==> src/rtl/signal_select_mux.sv <==
// Registered channel selector for the DAC path: picks one of NUM_CH sample streams on the
// sample strobe, mutes to midscale for MUTE_SAMPLES strobes after every switch, optional auto-scan.
//
// state | meaning
// RUN   | routing ch_data[active_ch] to out_data on every strobe
// MUTE  | holding out_data at midscale after a channel switch
module signal_select_mux #(
    parameter int NUM_CH       = 8,
    parameter int WIDTH        = 12,
    parameter int MUTE_SAMPLES = 4,
    parameter int SCAN_SAMPLES = 1024,
    localparam int SEL_W       = $clog2(NUM_CH)
) (
    input  logic                    clk,
    input  logic                    reset,
    input  logic                    sample_en,
    input  logic [NUM_CH*WIDTH-1:0] ch_data,
    input  logic [SEL_W-1:0]        sel,
    input  logic                    auto_scan,
    output logic [WIDTH-1:0]        out_data,
    output logic                    out_valid,
    output logic [SEL_W-1:0]        active_ch,
    output logic                    muted
);

    localparam int MC_W = (MUTE_SAMPLES > 1) ? $clog2(MUTE_SAMPLES) : 1;
    localparam int SC_W = (SCAN_SAMPLES > 1) ? $clog2(SCAN_SAMPLES) : 1;
    localparam logic [MC_W-1:0]  MUTE_LOAD = (MUTE_SAMPLES > 0) ? MC_W'(MUTE_SAMPLES - 1) : '0;
    localparam logic [SC_W-1:0]  SCAN_LAST = SC_W'(SCAN_SAMPLES - 1);
    localparam logic [SEL_W:0]   NCH       = (SEL_W + 1)'(NUM_CH);
    localparam logic [SEL_W-1:0] LAST_CH   = SEL_W'(NUM_CH - 1);
    localparam logic [WIDTH-1:0] MID       = {1'b1, {(WIDTH - 1){1'b0}}};

    typedef enum logic {RUN, MUTE} state_t;

    state_t           state;
    logic [SEL_W-1:0] sel_m, sel_s;
    logic             scan_m, scan_s, scan_q;
    logic [SEL_W-1:0] scan_ch;
    logic [SC_W-1:0]  scan_cnt;
    logic [MC_W-1:0]  mute_cnt;
    logic [SEL_W-1:0] req;
    logic             scan_rise;
    logic [WIDTH-1:0] ch_arr [2**SEL_W];

    for (genvar k = 0; k < 2**SEL_W; k++) begin : g_ch
        if (k < NUM_CH) begin : g_used
            assign ch_arr[k] = ch_data[k*WIDTH +: WIDTH];
        end else begin : g_unused
            assign ch_arr[k] = '0;
        end
    end

    // On the strobe that enters scan mode, scan_ch is stale; use active_ch so nothing jumps.
    always_comb begin
        scan_rise = scan_s && !scan_q;
        if (scan_s)
            req = scan_rise ? active_ch : scan_ch;
        else if ({1'b0, sel_s} < NCH)
            req = sel_s;
        else
            req = active_ch;
    end

    assign muted = (state == MUTE);

    always_ff @(posedge clk or posedge reset) begin
        if (reset) begin
            sel_m     <= '0;
            sel_s     <= '0;
            scan_m    <= 1'b0;
            scan_s    <= 1'b0;
            scan_q    <= 1'b0;
            scan_ch   <= '0;
            scan_cnt  <= '0;
            mute_cnt  <= '0;
            state     <= RUN;
            active_ch <= '0;
            out_data  <= MID;
            out_valid <= 1'b0;
        end else begin
            sel_m     <= sel;
            sel_s     <= sel_m;
            scan_m    <= auto_scan;
            scan_s    <= scan_m;
            out_valid <= sample_en;
            if (sample_en) begin
                scan_q <= scan_s;
                if (scan_rise) begin
                    scan_ch  <= active_ch;
                    scan_cnt <= '0;
                end else if (scan_s) begin
                    if (scan_cnt == SCAN_LAST) begin
                        scan_cnt <= '0;
                        scan_ch  <= (scan_ch == LAST_CH) ? '0 : scan_ch + 1'b1;
                    end else begin
                        scan_cnt <= scan_cnt + 1'b1;
                    end
                end else begin
                    scan_cnt <= '0;
                end

                case (state)
                    RUN: begin
                        if (req != active_ch) begin
                            active_ch <= req;
                            if (MUTE_SAMPLES == 0) begin
                                out_data <= ch_arr[req];
                            end else begin
                                out_data <= MID;
                                mute_cnt <= MUTE_LOAD;
                                state    <= MUTE;
                            end
                        end else begin
                            out_data <= ch_arr[active_ch];
                        end
                    end
                    MUTE: begin
                        // The expiry strobe already carries live data, giving exactly
                        // MUTE_SAMPLES midscale samples after the last switch.
                        if (req != active_ch) begin
                            active_ch <= req;
                            mute_cnt  <= MUTE_LOAD;
                            out_data  <= MID;
                        end else if (mute_cnt == '0) begin
                            state    <= RUN;
                            out_data <= ch_arr[active_ch];
                        end else begin
                            mute_cnt <= mute_cnt - 1'b1;
                            out_data <= MID;
                        end
                    end
                    default: state <= RUN;
                endcase
            end
        end
    end

endmodule

==> config.mk <==
export PLATFORM = sky130hd
export DESIGN_NAME = signal_select_mux
export DESIGN_NICKNAME = d
export VERILOG_FILES = /design/src/rtl/signal_select_mux.sv
export SDC_FILE = /design/constraint.sdc
export NUM_CORES = 1
export LEC_CHECK = 0
export ABC_CLOCK_PERIOD_IN_PS = 1880
export CAP_MARGIN = 20
export CELL_PAD_IN_SITES_DETAIL_PLACEMENT = 0
export CELL_PAD_IN_SITES_GLOBAL_PLACEMENT = 1
export CORE_UTILIZATION = 32
export CTS_CLUSTER_SIZE = 12
export DETAILED_ROUTE_END_ITERATION = 8
export GPL_ROUTABILITY_DRIVEN = 0
export GPL_TIMING_DRIVEN = 1
export PLACE_DENSITY = 0.88
export SLEW_MARGIN = 15
export SYNTH_ARGS = -nofsm -noshare
export SYNTH_HDL_FRONTEND = slang
export SYNTH_SLANG_ARGS = --single-unit
==> constraint.sdc <==
create_clock -name clk -period 1.88 [get_ports clk]
set_input_delay 0.188 -clock clk [delete_from_list [all_inputs] [get_ports clk]]
set_output_delay 0.188 -clock clk [all_outputs]
set_load 0.02 [all_outputs]
==> impl_metrics.env <==
export IMPL_status="completed"
export IMPL_via_count=2292
export IMPL_areaGrowthSynthToFinish_pct=58.3
export IMPL_syn_nets=312
export IMPL_hold_path_class="in -> async"
export IMPL_yosys_area_top_type="dfrtp_1"
export IMPL_clock_fmax_mhz=555
export IMPL_clock_sinks=41
export IMPL_finClkSkew_ns=0.00861
export IMPL_path_cells="buf_6 > clkdlybuf4s50_1"
export IMPL_nFillCells=669
export IMPL_drc=0
export IMPL_cpMaxStageDelayCell="clkdlybuf4s50_1"
export IMPL_portBuffers=119
export IMPL_wire_per_inst_um=17.2
export IMPL_final_common_cell="clkdlybuf4s50_1"
export IMPL_postCtsHoldBufs=0
export IMPL_worst_path_buf_inv=2
export IMPL_period_needed_ns=1.80
export IMPL_diodes=0
export IMPL_drt_iter0_drc=128
export IMPL_synth_top_family_by_area="multiplexers"
export IMPL_grt_pass1_wl_mm=11.4
export IMPL_synth_top_area_share_pct=37.5
export IMPL_ys_seq_elements=41
export IMPL_maxSlewHeadroom_pct=57.9
export IMPL_multiInputGateArea_mm2=0.00153
export IMPL_clock_latency_ns=0.29
export IMPL_netlist_instances=205
export IMPL_first_pass_iters=4
export IMPL_chipWidth_um=93.4
export IMPL_power_mw=3.27
export IMPL_r2r_start="active_ch[0]$_DFFE_PP0P_"
export IMPL_grt_total_usage_pct=17.1
export IMPL_synth_xor_area_share_pct=3.23
export IMPL_synth_distinct_cells=47
export IMPL_cts_buffers=5
export IMPL_design_portCount=120
export IMPL_cp_required_ns=1.69
export IMPL_power_density_mw_per_mm2=774
export IMPL_ys_seq_area_share_pct=38.5
export IMPL_fp_dieArea_mm2=0.00872
export IMPL_syn_cell_area_mm2=0.00267
export IMPL_wl_mm=7.60
export IMPL_drv_slew=0
export IMPL_start_util_pct=33.9
export IMPL_internal_power_mw=2.25
export IMPL_yosysWarnings=0
export IMPL_overflow=0
export IMPL_tns_ns=0
export IMPL_clk_path_buf_depth=2
export IMPL_dp_hpwl_mm=6.11
export IMPL_seq_area_mm2=0.00103
export IMPL_cap_violations=0
export IMPL_swShare_pct=31.1
export IMPL_dieHeight_um=93.4
export IMPL_htree_levels=2
export IMPL_power_share_sequential_pct=33.8
export IMPL_synth_async_reset_ratio_pct=100
export IMPL_core_mm2=0.00789
export IMPL_final_cell_mix="clkdlybuf4s50_1 (118), dfrtp_1 (38), mux4_2 (21)"
export IMPL_cts_clk_slew_worst_paths_ns=0.08
export IMPL_worstMarginPinSlew_ns=0.628
export IMPL_power_frac_comb_pct=45.0
export IMPL_synth_edff_count=0
export IMPL_vdd_drop_max_mv=0.390
export IMPL_cts_root_buffer="clkbuf_8"
export IMPL_worst_path_max_fanout=15
export IMPL_placed_cells=431
export IMPL_layout_drive_gt1_share_pct=20.1
export IMPL_setup_viol=0
export IMPL_synth_area_top_cells="dfrtp_1 (37%), mux4_2 (18%), mux2i_1 (5.6%)"
export IMPL_synthMuxAreaShare_pct=26.7
export IMPL_critPathLaunchType="flip-flop"
export IMPL_antenna_found_initial=0
export IMPL_utilization_pct=53.6
export IMPL_p_clk_share_pct=21.2
export IMPL_rows=32
export IMPL_grt_max_degree=26
export IMPL_rsz0062_at_grt="no"
export IMPL_synth_ff_type="dfrtp_1"
export IMPL_final_nets=445
export IMPL_synth_simple_gate_area_share_pct=7.17
export IMPL_finalNonFillerCells=441
export IMPL_min_period_over_period_pct=95.9
export IMPL_cts_tree="built"
export IMPL_synth_compound_gate_area_share_pct=17.8
export IMPL_avgViaCountPerCell=5.20
export IMPL_synth_fa_ha_area_share_pct=1.87
export IMPL_power_leakage_nw=1.73
export IMPL_synth_avg_cell_area_um2=13.0
export IMPL_hold_viol=0
export IMPL_cp_arrival_ns=1.61
export IMPL_startpoint="active_ch[2]$_DFFE_PP0P_"
export IMPL_critPathCaptureType="output pin"
export IMPL_max_stage_delay_ns=0.64
export IMPL_crit_family="buffers and inverters"
export IMPL_p_switching_mw=1.02
export IMPL_worstSetupPathType="reg -> out"
export IMPL_ant_nets=0
export IMPL_grt_pass1_vias=2286
## routing by layer
metal  vias up  share of wire [%]  wire (µm)  track usage, %
li1       1080                  -          -               -
met1      1136                 42       3190            22.6
met2        66                 52       3960            28.5
met3        10                4.5        339            3.17
met4         0                1.3        101            5.51
met5         -                  0          0               0
## through the flow
stage / hold WS (ns) / setup slack [ns] / area [µm²]
6_report: 0.210 / 0.0777 / 4230
5_1_grt: 0.246 / 0.00139 / 4230
4_1_cts: 0.229 / 0.0546 / 4220
3_5_place_dp: 0.336 / 0.0546 / 4090
3_3_place_gp: 0.333 / 0.117 / 4090
2_1_floorplan: 0.219 / 0.0833 / 2670
## cell usage after synthesis, types with 2 or more instances
library cell / number
inv_1: 10
nand3_1: 3
nor2b_1: 2
ha_1: 4
o2bb2ai_2: 10
dfrtp_1: 40
a21oi_1: 6
o31a_1: 2
a41oi_1: 2
mux4_2: 21
nor2_1: 8
buf_2: 2
o31ai_1: 4
clkbuf_1: 5
a22o_1: 4
o22ai_1: 2
o2111ai_1: 3
nand2_1: 13
a21o_1: 3
buf_6: 5
xnor2_1: 3
o21ai_0: 5
nor3_1: 4
o2bb2ai_1: 3
a31oi_1: 2
mux2i_1: 15
xnor2_2: 2
mux4_1: 3
## final cells by class
cell class                 count  share of cell area, %
clock inverter                 2                  0.828
sequential                    41                   24.3
inverter                      10                  0.888
tap                          102                   3.02
multi-input combinational    141                   36.2
clock buffer                   6                   1.72
timing repair buffer         139                   33.0
## what timing repair did
action                                  4_1_cts  5_1_grt
setup buffers                                 2        0
endpoints found under the hold margin         0        0
endpoints found under the setup margin        3        1
gates cloned                                  0        0
gates resized for setup                       4        1
## flip-flops by register name (all words and copies together) (netlist names)
| register | count |
|---|---|
| out_data | 12 |
| scan_cnt | 10 |
| active_ch | 3 |
| scan_ch | 3 |
| sel_m | 3 |
| sel_s | 3 |
| mute_cnt | 2 |
| muted | 1 |
| out_valid | 1 |
| scan_m | 1 |
| scan_q | 1 |
| scan_s | 1 |
## power groups by stage
stage / clock network (mW) / logic [mW] / registers (mW)
floorplan: 0 / 0.873 / 1.16
global placement: 0 / 1.43 / 1.12
detailed placement: 0 / 1.45 / 1.12
CTS: 0.711 / 1.48 / 1.10
global route: 0.753 / 1.57 / 1.12
finish: 0.695 / 1.47 / 1.11
## final timing paths
kind | end | cells after the start | slack [ns]
worst max-delay path | active_ch[2] | 2 | 0.08
max in group asynchronous | active_ch[0]$_DFFE_PP0P_ | 3 | 1.17
worst min-delay path | out_valid$_DFF_PP0_ | 2 | 0.21
worst min register to register | sel_s[1]$_DFF_PP0_ | 0 | 0.35
worst max register to register | out_data[11]$_DFFE_PP1P_ | 5 | 0.08
min in group clk | sel_m[1]$_DFF_PP0_ | 1 | 0.33
## logic make-up after synthesis
family | count (synthesis)
buffers and inverters | 23
and+or+nand+nor | 38
DFF | 41
muxes | 40
adders and majority gates | 4
xor gates and xnor gates | 6
AOI/OAI and AO/OA | 53
Note: power is estimated with default switching activity, not from simulation.
